`config.mk`:
```
export PLATFORM = sky130hd
export DESIGN_NAME = decode_queue_flat
export DESIGN_NICKNAME = d
export VERILOG_FILES = /design/src/rtl/decode_queue_if.sv /design/src/rtl/decode_queue.sv /design/src/flat_wrapper.sv
export SDC_FILE = /design/constraint.sdc
export NUM_CORES = 1
export LEC_CHECK = 0
export ABC_AREA = 1
export CAP_MARGIN = 15
export CORE_MARGIN = 2
export CORE_UTILIZATION = 61
export DETAILED_ROUTE_END_ITERATION = 8
export PLACE_DENSITY = 0.86
export SLEW_MARGIN = 20
export SYNTH_ARGS = -nofsm -noshare
export SYNTH_HDL_FRONTEND = slang
export SYNTH_SLANG_ARGS = --single-unit
```
`constraint.sdc`:
```
create_clock -name clk -period 12.2 [get_ports clk]
set_clock_uncertainty 0.05 [all_clocks]
set_input_delay 3.05 -clock clk [delete_from_list [all_inputs] [get_ports clk]]
set_output_delay 3.05 -clock clk [all_outputs]
set_load 0.02 [all_outputs]
```
`src/rtl/decode_queue_if.sv`:
```
// Handshake bundle between the fetch side, the decode queue and the issue side.
interface decode_queue_if #(
    parameter int unsigned PC_W = 32
);
    // Fetch-side handshake
    logic            in_valid;
    logic            in_ready;
    logic [31:0]     in_instr;
    logic [PC_W-1:0] in_pc;

    // Issue-side handshake and decoded head bundle
    logic            out_valid;
    logic            out_ready;
    logic [PC_W-1:0] out_pc;
    logic [31:0]     out_instr;
    logic            out_regwrite;
    logic [1:0]      out_regdst;
    logic            out_alusrc;
    logic            out_branch;
    logic            out_jump;
    logic            out_jr;
    logic [3:0]      out_memwrite;
    logic [1:0]      out_memread;
    logic            out_load_signed;
    logic            out_hilowrite;
    logic            out_cp0write;
    logic            out_cp0read;
    logic            out_ex_ri;
    logic            out_ex_bp;
    logic            out_ex_sys;
    logic            out_eret;

    // Producer/consumer side
    modport master (
        output in_valid, in_instr, in_pc, out_ready,
        input  in_ready, out_valid, out_pc, out_instr, out_regwrite, out_regdst,
               out_alusrc, out_branch, out_jump, out_jr, out_memwrite, out_memread,
               out_load_signed, out_hilowrite, out_cp0write, out_cp0read,
               out_ex_ri, out_ex_bp, out_ex_sys, out_eret
    );

    // Queue side
    modport slave (
        input  in_valid, in_instr, in_pc, out_ready,
        output in_ready, out_valid, out_pc, out_instr, out_regwrite, out_regdst,
               out_alusrc, out_branch, out_jump, out_jr, out_memwrite, out_memread,
               out_load_signed, out_hilowrite, out_cp0write, out_cp0read,
               out_ex_ri, out_ex_bp, out_ex_sys, out_eret
    );
endinterface

```
`src/rtl/decode_queue.sv`:
```
// Decode-on-entry instruction queue: decodes MIPS32 words as they are pushed and
// buffers the control bundles in a DEPTH-entry FIFO for the issue stage.
module decode_queue #(
    parameter int unsigned DEPTH      = 4,
    parameter bit          ENABLE_MUL = 1'b0,
    parameter int unsigned PC_W       = 32
) (
    input  logic                   clk,
    input  logic                   rst,
    input  logic                   flush,
    decode_queue_if.slave          bus,
    output logic [$clog2(DEPTH):0] count
);
    localparam int unsigned PTR_W = $clog2(DEPTH);
    localparam int unsigned CNT_W = PTR_W + 1;
    localparam logic [31:0] ERET_WORD = 32'h4200_0018;

    typedef struct packed {
        logic       regwrite;
        logic [1:0] regdst;
        logic       alusrc;
        logic       branch;
        logic       jump;
        logic       jr;
        logic [3:0] memwrite;
        logic [1:0] memread;
        logic       load_signed;
        logic       hilowrite;
        logic       cp0write;
        logic       cp0read;
        logic       ex_ri;
        logic       ex_bp;
        logic       ex_sys;
        logic       eret;
    } ctrl_t;

    typedef struct packed {
        logic [PC_W-1:0] pc;
        logic [31:0]     instr;
        ctrl_t           ctrl;
    } entry_t;

    entry_t             mem [DEPTH];
    logic [PTR_W-1:0]   head;
    logic [PTR_W-1:0]   tail;
    logic               full;
    logic               empty;
    logic               push;
    logic               pop;
    ctrl_t              dec;
    entry_t             rd;

    // Decode one word; anything outside the legal subset yields ex_ri alone.
    function automatic ctrl_t decode(input logic [31:0] ir);
        ctrl_t      c;
        logic [5:0] op;
        logic [5:0] fn;
        logic [4:0] rs;
        logic [4:0] rt;
        c  = '0;
        op = ir[31:26];
        fn = ir[5:0];
        rs = ir[25:21];
        rt = ir[20:16];
        case (op)
            6'h00: begin
                case (fn)
                    6'h00, 6'h02, 6'h03, 6'h04, 6'h06, 6'h07,
                    6'h20, 6'h21, 6'h22, 6'h23, 6'h24, 6'h25,
                    6'h26, 6'h27, 6'h2A, 6'h2B, 6'h10, 6'h12: begin
                        c.regwrite = 1'b1;
                        c.regdst   = 2'd1;
                    end
                    6'h08: begin
                        c.jr     = 1'b1;
                        c.regdst = 2'd1;
                    end
                    6'h09: begin
                        c.jr       = 1'b1;
                        c.regwrite = 1'b1;
                        c.regdst   = 2'd1;
                    end
                    6'h11, 6'h13, 6'h18, 6'h19, 6'h1A, 6'h1B: begin
                        c.hilowrite = 1'b1;
                        c.regdst    = 2'd1;
                    end
                    6'h0C:   c.ex_sys = 1'b1;
                    6'h0D:   c.ex_bp  = 1'b1;
                    default: c.ex_ri  = 1'b1;
                endcase
            end
            6'h01: begin
                case (rt)
                    5'h00, 5'h01: c.branch = 1'b1;
                    5'h10, 5'h11: begin
                        c.branch   = 1'b1;
                        c.regwrite = 1'b1;
                        c.regdst   = 2'd2;
                    end
                    default: c.ex_ri = 1'b1;
                endcase
            end
            6'h02: c.jump = 1'b1;
            6'h03: begin
                c.jump     = 1'b1;
                c.regwrite = 1'b1;
                c.regdst   = 2'd2;
            end
            6'h04, 6'h05, 6'h06, 6'h07: c.branch = 1'b1;
            6'h08, 6'h09, 6'h0A, 6'h0B, 6'h0C, 6'h0D, 6'h0E, 6'h0F: begin
                c.regwrite = 1'b1;
                c.alusrc   = 1'b1;
            end
            6'h20, 6'h21, 6'h23, 6'h24, 6'h25: begin
                c.regwrite    = 1'b1;
                c.alusrc      = 1'b1;
                c.load_signed = (op == 6'h20) || (op == 6'h21) || (op == 6'h23);
                case (op)
                    6'h20, 6'h24: c.memread = 2'd1;
                    6'h21, 6'h25: c.memread = 2'd2;
                    default:      c.memread = 2'd3;
                endcase
            end
            6'h28: begin
                c.alusrc   = 1'b1;
                c.memwrite = 4'b0001;
            end
            6'h29: begin
                c.alusrc   = 1'b1;
                c.memwrite = 4'b0011;
            end
            6'h2B: begin
                c.alusrc   = 1'b1;
                c.memwrite = 4'b1111;
            end
            6'h10: begin
                if (ir == ERET_WORD) begin
                    c.eret = 1'b1;
                end else if (rs == 5'h00) begin
                    c.regwrite = 1'b1;
                    c.cp0read  = 1'b1;
                end else if (rs == 5'h04) begin
                    c.cp0write = 1'b1;
                end else begin
                    c.ex_ri = 1'b1;
                end
            end
            6'h1C: begin
                if (ENABLE_MUL && (fn == 6'h02)) begin
                    c.regwrite = 1'b1;
                    c.regdst   = 2'd1;
                end else begin
                    c.ex_ri = 1'b1;
                end
            end
            default: c.ex_ri = 1'b1;
        endcase
        return c;
    endfunction

    // Occupancy flags and qualified handshakes
    always_comb begin
        full          = (count == CNT_W'(DEPTH));
        empty         = (count == '0);
        push          = bus.in_valid && !full;
        pop           = bus.out_ready && !empty;
        bus.in_ready  = !full;
        bus.out_valid = !empty;
        dec           = decode(bus.in_instr);
    end

    // Pointer and occupancy update; reset beats flush beats push/pop
    always_ff @(posedge clk) begin
        if (rst || flush) begin
            head  <= '0;
            tail  <= '0;
            count <= '0;
        end else begin
            if (push) tail <= tail + PTR_W'(1);
            if (pop)  head <= head + PTR_W'(1);
            case ({push, pop})
                2'b10:   count <= count + CNT_W'(1);
                2'b01:   count <= count - CNT_W'(1);
                default: count <= count;
            endcase
        end
    end

    // Entry storage; contents are don't-care after reset or flush
    always_ff @(posedge clk) begin
        if (!rst && !flush && push) begin
            mem[tail] <= '{pc: PC_W'(bus.in_pc), instr: bus.in_instr, ctrl: dec};
        end
    end

    // Head read, blanked while the queue is empty
    always_comb begin
        rd = '0;
        if (!empty) rd = mem[head];
    end

    // Head bundle fan-out
    always_comb begin
        bus.out_pc          = rd.pc;
        bus.out_instr       = rd.instr;
        bus.out_regwrite    = rd.ctrl.regwrite;
        bus.out_regdst      = rd.ctrl.regdst;
        bus.out_alusrc      = rd.ctrl.alusrc;
        bus.out_branch      = rd.ctrl.branch;
        bus.out_jump        = rd.ctrl.jump;
        bus.out_jr          = rd.ctrl.jr;
        bus.out_memwrite    = rd.ctrl.memwrite;
        bus.out_memread     = rd.ctrl.memread;
        bus.out_load_signed = rd.ctrl.load_signed;
        bus.out_hilowrite   = rd.ctrl.hilowrite;
        bus.out_cp0write    = rd.ctrl.cp0write;
        bus.out_cp0read     = rd.ctrl.cp0read;
        bus.out_ex_ri       = rd.ctrl.ex_ri;
        bus.out_ex_bp       = rd.ctrl.ex_bp;
        bus.out_ex_sys      = rd.ctrl.ex_sys;
        bus.out_eret        = rd.ctrl.eret;
    end
endmodule

```
`src/flat_wrapper.sv`:
```
// flat-port wrapper written by rule: the top's interface ports become plain ports
module decode_queue_flat 
#(
    parameter int unsigned DEPTH      = 4,
    parameter bit          ENABLE_MUL = 1'b0,
    parameter int unsigned PC_W       = 32
)
  (clk, rst, flush, count, bus_in_valid, bus_in_instr, bus_in_pc, bus_out_ready, bus_in_ready, bus_out_valid, bus_out_pc, bus_out_instr, bus_out_regwrite, bus_out_regdst, bus_out_alusrc, bus_out_branch, bus_out_jump, bus_out_jr, bus_out_memwrite, bus_out_memread, bus_out_load_signed, bus_out_hilowrite, bus_out_cp0write, bus_out_cp0read, bus_out_ex_ri, bus_out_ex_bp, bus_out_ex_sys, bus_out_eret);
  decode_queue_if #(.PC_W(PC_W)) bus_i ();
  input  logic clk;
  input  logic rst;
  input  logic flush;
  output logic [$clog2(DEPTH):0] count;
  input wire logic [$bits(bus_i.in_valid)-1:0] bus_in_valid;
  input wire logic [$bits(bus_i.in_instr)-1:0] bus_in_instr;
  input wire logic [$bits(bus_i.in_pc)-1:0] bus_in_pc;
  input wire logic [$bits(bus_i.out_ready)-1:0] bus_out_ready;
  output wire logic [$bits(bus_i.in_ready)-1:0] bus_in_ready;
  output wire logic [$bits(bus_i.out_valid)-1:0] bus_out_valid;
  output wire logic [$bits(bus_i.out_pc)-1:0] bus_out_pc;
  output wire logic [$bits(bus_i.out_instr)-1:0] bus_out_instr;
  output wire logic [$bits(bus_i.out_regwrite)-1:0] bus_out_regwrite;
  output wire logic [$bits(bus_i.out_regdst)-1:0] bus_out_regdst;
  output wire logic [$bits(bus_i.out_alusrc)-1:0] bus_out_alusrc;
  output wire logic [$bits(bus_i.out_branch)-1:0] bus_out_branch;
  output wire logic [$bits(bus_i.out_jump)-1:0] bus_out_jump;
  output wire logic [$bits(bus_i.out_jr)-1:0] bus_out_jr;
  output wire logic [$bits(bus_i.out_memwrite)-1:0] bus_out_memwrite;
  output wire logic [$bits(bus_i.out_memread)-1:0] bus_out_memread;
  output wire logic [$bits(bus_i.out_load_signed)-1:0] bus_out_load_signed;
  output wire logic [$bits(bus_i.out_hilowrite)-1:0] bus_out_hilowrite;
  output wire logic [$bits(bus_i.out_cp0write)-1:0] bus_out_cp0write;
  output wire logic [$bits(bus_i.out_cp0read)-1:0] bus_out_cp0read;
  output wire logic [$bits(bus_i.out_ex_ri)-1:0] bus_out_ex_ri;
  output wire logic [$bits(bus_i.out_ex_bp)-1:0] bus_out_ex_bp;
  output wire logic [$bits(bus_i.out_ex_sys)-1:0] bus_out_ex_sys;
  output wire logic [$bits(bus_i.out_eret)-1:0] bus_out_eret;
  assign bus_i.in_valid = bus_in_valid;
  assign bus_i.in_instr = bus_in_instr;
  assign bus_i.in_pc = bus_in_pc;
  assign bus_i.out_ready = bus_out_ready;
  assign bus_in_ready = bus_i.in_ready;
  assign bus_out_valid = bus_i.out_valid;
  assign bus_out_pc = bus_i.out_pc;
  assign bus_out_instr = bus_i.out_instr;
  assign bus_out_regwrite = bus_i.out_regwrite;
  assign bus_out_regdst = bus_i.out_regdst;
  assign bus_out_alusrc = bus_i.out_alusrc;
  assign bus_out_branch = bus_i.out_branch;
  assign bus_out_jump = bus_i.out_jump;
  assign bus_out_jr = bus_i.out_jr;
  assign bus_out_memwrite = bus_i.out_memwrite;
  assign bus_out_memread = bus_i.out_memread;
  assign bus_out_load_signed = bus_i.out_load_signed;
  assign bus_out_hilowrite = bus_i.out_hilowrite;
  assign bus_out_cp0write = bus_i.out_cp0write;
  assign bus_out_cp0read = bus_i.out_cp0read;
  assign bus_out_ex_ri = bus_i.out_ex_ri;
  assign bus_out_ex_bp = bus_i.out_ex_bp;
  assign bus_out_ex_sys = bus_i.out_ex_sys;
  assign bus_out_eret = bus_i.out_eret;
  decode_queue #(.DEPTH(DEPTH), .ENABLE_MUL(ENABLE_MUL), .PC_W(PC_W)) u_core (.clk(clk), .rst(rst), .flush(flush), .bus(bus_i), .count(count));
endmodule
```
==> results of run 1 <==
-- cells in the mapped netlist, drive strengths merged --
master / n / share of area (%)
edfxtp: 336 / 71
nand4: 3 / 0.13
inv: 47 / 1.2
o21ai: 178 / 6.3
buf: 43 / 1.8
nand3: 37 / 1.3
dfxtp: 9 / 1.3
nor3: 4 / 0.18
ha: 5 / 0.44
or3: 1 / 0.044
nor4: 2 / 0.13
clkbuf: 22 / 0.67
nand2: 43 / 1.2
fa: 1 / 0.14
a21oi: 100 / 3.5
nor2: 392 / 11
-- worst max-delay path by stage --
| stage | cells after the start | from | slack (ps) | end |
|---|---|---|---|---|
| detailed placement | 5 | register | 5660 | bus_out_instr[7] |
| CTS | 5 | register | 5130 | bus_out_instr[7] |
| finish | 5 | register | 5110 | bus_out_instr[7] |
| floorplan | 3 | flush | 4620 | u_core.mem[0][0] |
| global route | 5 | register | 4940 | bus_out_memread[1] |
| global placement | 5 | register | 5780 | bus_out_memread[1] |
-- worst max-delay path: cells and delay by family (launching register included) --
kind / cells / cell delay, ps
compound gates: 2 / 560
flops: 1 / 600
buf+inv: 3 / 2120
-- cells by family after synthesis --
group                    count (synthesis)
AO/OA/AOI/OAI                          278
adder cells (fa/ha/maj)                  6
buffers and inverters                  112
flip-flops                             345
AND/OR/NAND/NOR                        482
-- power by group --
part | switching [uW] | internal [uW] | leakage (uW)
combinational | 128 | 78.6 | 0.00213
sequential | 7.36 | 1310 | 0.00312
clock | 433 | 650 | 0.000565
-- final cells by class --
class,count,share of cell area (%)
clock buffers,41,5.39
inverters,47,1.06
well taps,285,2.09
flip-flops and latches,345,60.2
clock inverters,23,1.50
repair buffers,168,9.70
multi-input cells,766,20.1
-- through the flow --
| step | setup slack, ps | instance area, sq um | util [%] | hold WS (ps) | power (uW) |
|---|---|---|---|---|---|
| 6_report | 5110 | 17100 | 75.2 | 424 | 2610 |
| 5_1_grt | 4940 | 17100 | 75.2 | 445 | 2690 |
| 4_1_cts | 5130 | 17100 | 75.2 | 426 | 2620 |
| 3_5_place_dp | 5660 | 15900 | 70.0 | 413 | 1550 |
| 3_3_place_gp | 5780 | 15900 | 70.0 | 405 | 1540 |
| 2_1_floorplan | 4620 | 14200 | - | 392 | 1440 |
-- sequential cells by signal (all words and copies together) (netlist names), named ones only --
name,cells
u_core.tail,2
u_core.head,2
u_core.count,3
u_core.mem,336
-- layer usage --
layer	track usage, %	vias up	part of all wire, %
met2	45.9	507	50
met3	4.54	77	8.9
met1	36.8	4712	38
met5	0	-	0.039
met4	8.56	2	2.6
li1	-	4562	-
==> impl_metrics.py, run 1 <==
metrics = {
    "route": {
        "route.detailed.drc": 0,
        "antenna_left": 0,
        "wire_per_inst_um": 19.9,
        "drtPass1Iterations": 5,
        "num_vias": 9860,
        "routed_wl_um": 33300,
        "drt_iter0_drc": 1100,
        "avgViaCountPerCell": 5.89,
    },
    "layout": {
        "antennaDiodeCount": 0,
        "final_cell_mix": "382 x nor2_1, 336 x edfxtp_1, 158 x clkdlybuf4s50_1, 103 x o21ai_1, 100 x a21oi_1",
        "final_cell_count_no_fill": 1675,
        "fill_cells": 1402,
        "fin_nets": 1438,
        "final_common_cell": "nor2_1",
        "final-seq-area_sq_mm": 0.0103,
        "multi_input_area_sq_mm": 0.00343,
        "areaGrowthSynthToFinish_pct": 20.3,
        "drive_gt1_share_pct": 5.97,
    },
    "worst_setup_path": {
        "r2r-end": "u_core.mem[0][5]",
        "cp-end-kind": "output port",
        "arrival_ps": 3990,
        "r2r_start": "u_core.count[1]",
        "worstPathMaxFanout": 104,
        "r2r_cells": 5,
        "worstSetupPathType": "reg2out",
        "crit_required_ps": 9100,
        "rrSetupSlack_ps": 9050,
        "slowest_delay_ps": 840,
        "worstPathCellList": "inv_4 > buf_4 > o21ai_0 > a21oi_1 > clkdlybuf4s50_1",
        "start_kind": "register",
        "crit_slowest_cell": "buf_4",
    },
    "sta": {
        "setup_viol": 0,
        "rsz0062_at_grt": "false",
        "timing.fmax_mhz": 141,
        "finalMaxSlewViolations": 0,
        "relSlewSlack_pct": 28.4,
        "period_share_pct": 58.1,
        "worst_slew_pin_slew_ps": 1070,
        "timing.setup.tns_ps": 0,
        "fin_crit_ps": 7090,
        "hold_viol_final": 0,
    },
    "clock_tree": {
        "clkTransAtPathRegs_ps": 60,
        "clkLatencyLatePin_ps": 500,
        "clockBufferDepth": 3,
        "post-cts-setup-buffer-count": 0,
        "cts.sinks": 345,
        "cts_tree": "yes",
        "root_buffer": "clkbuf_16",
        "cts_resized": 0,
        "htreeDepth": 2,
        "cts_hold_buf": 0,
        "cts_buffers": 35,
    },
    "global_routing": {
        "overflow": 0,
        "grt_pass1_vias": 9503,
        "grt_usage_pct": 27.2,
        "grt_max_degree": 105,
        "antenna_found_initial": 1,
        "grt_pass1_wl_um": 51000,
    },
    "status": {
        "status": "finished, final reports clean",
    },
    "synth": {
        "synth_mux_area_share_pct": 0,
        "syn-num-nets": 1298,
        "synthSimpleGateAreaFrac_pct": 13.5,
        "synth_top_family_by_area": "simple AND/OR/NAND/NOR gates",
        "synthCells": 1223,
        "seq_area_frac_synth_pct": 72.4,
        "synth_compound_area_share_pct": 9.81,
        "synthXorXnorAreaFrac_pct": 0,
        "synthAdderAreaFrac_pct": 0.582,
        "synth.distinct_cells": 27,
        "synthesis.area_sq_mm": 0.0142,
        "synth.avg_cell_area_sq_um": 11.6,
        "synth_seq_cells": 345,
        "ys_warn_count": 0,
    },
    "die": {
        "rows": 55,
        "die_height_um": 157,
        "dieArea_sq_mm": 0.0245,
        "fp.coreArea_sq_mm": 0.0227,
        "die_w_um": 157,
        "ios": 159,
        "start_util_pct": 62.5,
    },
    "flow_run": {
        "maxCapViolCount": 0,
    },
    "hold_path": {
        "hold_path.class": "reg2reg",
        "min_path_cells": 2,
        "min_from": "u_core.head[1]",
    },
    "power_and_ir_drop": {
        "p_leak_uw": 0.00581,
        "irDropWorstVdd_mv": 0.120,
        "p_per_area_mw_per_mm2": 153,
    },
    "placed_design": {
        "placed_cells": 1611,
        "gp_congestion": 0.903,
        "hpwl_um": 19400,
        "port_buffers": 158,
    },
}
(Power assumes the default switching activity.)
==> run 2: changes to the inputs <==
--- a/config.mk
+++ b/config.mk
@@ -8,9 +8,9 @@
 export ABC_AREA = 1
 export CAP_MARGIN = 15
 export CORE_MARGIN = 2
-export CORE_UTILIZATION = 61
+export CORE_UTILIZATION = 51
 export DETAILED_ROUTE_END_ITERATION = 8
-export PLACE_DENSITY = 0.86
+export PLACE_DENSITY = 0.76
 export SLEW_MARGIN = 20
 export SYNTH_ARGS = -nofsm -noshare
 export SYNTH_HDL_FRONTEND = slang
==> constraint.sdc (replaced) <==
create_clock -name clk -period 6.4 [get_ports clk]
set_clock_uncertainty 0.05 [all_clocks]
set_input_delay 1.6 -clock clk [delete_from_list [all_inputs] [get_ports clk]]
set_output_delay 1.6 -clock clk [all_outputs]
set_load 0.02 [all_outputs]
==> run 2 against run 1 <==
Wire length down 1.2%. Register-to-register slack worse by 5300 ps. Sequential power up 90%. Sequential share of layout area down 0.51 points. Cell count up 5.9%. Worst setup slack worse by 3700 ps. Sequential cell count unchanged. Combinational power up 92%. Hold slack better by 9.6 ps. Total power up 88%. First-iteration DRC count down 18%.
==> impl_metrics.py, run 2 (synthesized netlist as in run 1, its figures left out) <==
metrics = {
    "status": {
        "status": "finished, final reports clean",
    },
    "clock_tree": {
        "cts_resized": 0,
        "cts.sinks": 345,
        "cts_hold_buf": 0,
        "clockBufferDepth": 3,
        "cts_buffers": 36,
        "cts_tree": "yes",
        "clkLatencyLatePin_ps": 520,
        "post-cts-setup-buffer-count": 0,
        "htreeDepth": 2,
        "clkTransAtPathRegs_ps": 60,
        "root_buffer": "clkbuf_16",
    },
    "sta": {
        "relSlewSlack_pct": 26.2,
        "fin_crit_ps": 4980,
        "worst_slew_pin_slew_ps": 1110,
        "finalMaxSlewViolations": 0,
        "period_share_pct": 77.8,
        "timing.fmax_mhz": 201,
        "hold_viol_final": 0,
        "setup_viol": 0,
        "rsz0062_at_grt": "false",
        "timing.setup.tns_ps": 0,
    },
    "global_routing": {
        "grt_usage_pct": 22.7,
        "grt_pass1_vias": 9324,
        "grt_pass1_wl_um": 50600,
        "grt_max_degree": 98,
        "antenna_found_initial": 2,
        "overflow": 0,
    },
    "layout": {
        "largest_register_ffs": 336,
        "areaGrowthSynthToFinish_pct": 21.4,
        "fin_nets": 1443,
        "drive_gt1_share_pct": 6.10,
        "top_register": "u_core.mem",
        "final_util_pct": 62.5,
        "final_cell_mix": "382 x nor2_1, 336 x edfxtp_1, 158 x clkdlybuf4s50_1, 103 x o21ai_1, 100 x a21oi_1",
        "stdcell_area_sq_mm": 0.0172,
        "final_cell_count_no_fill": 1773,
        "reg_top3": "u_core.mem x336, u_core.count x3",
        "final_common_cell": "nor2_1",
        "fill_cells": 2061,
    },
    "worst_setup_path": {
        "crit_required_ps": 4750,
        "worstSetupPathType": "reg2out",
        "r2r_start": "u_core.count[0]",
        "cp-endpoint": "bus_out_instr[22]",
        "arrival_ps": 3330,
        "r2r-end": "u_core.mem[2][15]",
        "worstPathMaxFanout": 92,
        "rrSetupSlack_ps": 3710,
        "r2r_cells": 5,
        "cp-end-kind": "output port",
        "start_kind": "register",
    },
    "placed_design": {
        "hpwl_um": 19100,
        "placed_area_sq_mm": 0.0161,
        "placed_cells": 1708,
        "gp_congestion": 0.906,
        "port_buffers": 158,
    },
    "flow_run": {
        "maxCapViolCount": 0,
    },
    "power_and_ir_drop": {
        "irDropWorstVdd_mv": 0.239,
        "p_per_area_mw_per_mm2": 284,
        "p_leak_uw": 0.00583,
    },
    "route": {
        "wire_per_inst_um": 18.5,
        "avgViaCountPerCell": 5.44,
        "routed_wl_um": 32900,
        "num_vias": 9640,
        "route.detailed.drc": 0,
        "drt_iter0_drc": 900,
        "antenna_left": 0,
        "drtPass1Iterations": 8,
    },
    "die": {
        "dieArea_sq_mm": 0.0292,
        "ios": 159,
        "start_util_pct": 51.5,
        "die_height_um": 171,
        "die_w_um": 171,
        "rows": 61,
        "fp.coreArea_sq_mm": 0.0276,
    },
    "hold_path": {
        "hold_path.class": "reg2reg",
    },
}
==> run 2: changes by cell type in the layout (fill, tap and decap cells not counted) <==
| cell | previous run | this run |
|---|---|---|
| clkinv_2 | 5 | 9 |
| diode_2 | 0 | 1 |
| clkinv_1 | 8 | 5 |
| clkinvlp_4 | 3 | 0 |
| clkbuf_1 | 5 | 10 |
| inv_6 | 2 | 0 |
| buf_12 | 0 | 4 |
| bufinv_16 | 5 | 2 |
| clkbuf_16 | 36 | 38 |
==> run 2: how the worst min path moves through the flow <==
stage / to / slack (ps) / start / cells after the start
3_5_place_dp: register / 430 / u_core.head[1] / 2
6_report: register / 430 / u_core.head[1] / 2
3_3_place_gp: u_core.head[0] / 410 / u_core.head[0] / 1
2_1_floorplan: register / 390 / u_core.head[1] / 2
5_1_grt: register / 460 / u_core.head[1] / 2
4_1_cts: register / 440 / u_core.head[1] / 2
==> run 2: report_power, final <==
group / internal [uW] / switching (uW)
sequential: 2500 / 12.6
combinational: 152 / 244
clock: 1170 / 815
total: 3820 / 1070
==> run 2: worst max-delay path: stages (launching register included) <==
cell             delay, ps
dfxtp_4                870
inv_4                  540
buf_12                 380
o21ai_0                250
a21oi_1                130
clkdlybuf4s50_1        570
==> run 2: area by class of cell <==
class | instances | area [sq um] | area share (%)
Inverter | 47 | 180 | 1.05
Clock inverter | 16 | 135 | 0.785
Antenna cell | 1 | 2.50 | 0.0145
Multi-Input combinational cell | 766 | 3430 | 19.9
Timing Repair Buffer | 172 | 1740 | 10.1
Sequential cell | 345 | 10300 | 59.7
Clock buffer | 48 | 988 | 5.74
Tap cell | 378 | 473 | 2.75
==> run 2: through the flow <==
step / total power (uW) / setup slack [ps] / hold WS, ps
CTS: 4920 / 1400 / 439
floorplan: 2750 / 272 / 392
finish: 4890 / 1420 / 434
global placement: 2950 / 2020 / 408
detailed placement: 2960 / 1950 / 426
global route: 5040 / 1220 / 462
==> run 2: layer usage <==
| layer | global-route usage [%] | part of all wire, % | vias up |
|---|---|---|---|
| met5 | 0 | 0 | - |
| met4 | 8.51 | 3.0 | 0 |
| met3 | 3.49 | 6.5 | 64 |
| met2 | 37.5 | 48 | 354 |
| met1 | 30.6 | 42 | 4644 |
| li1 | - | - | 4578 |
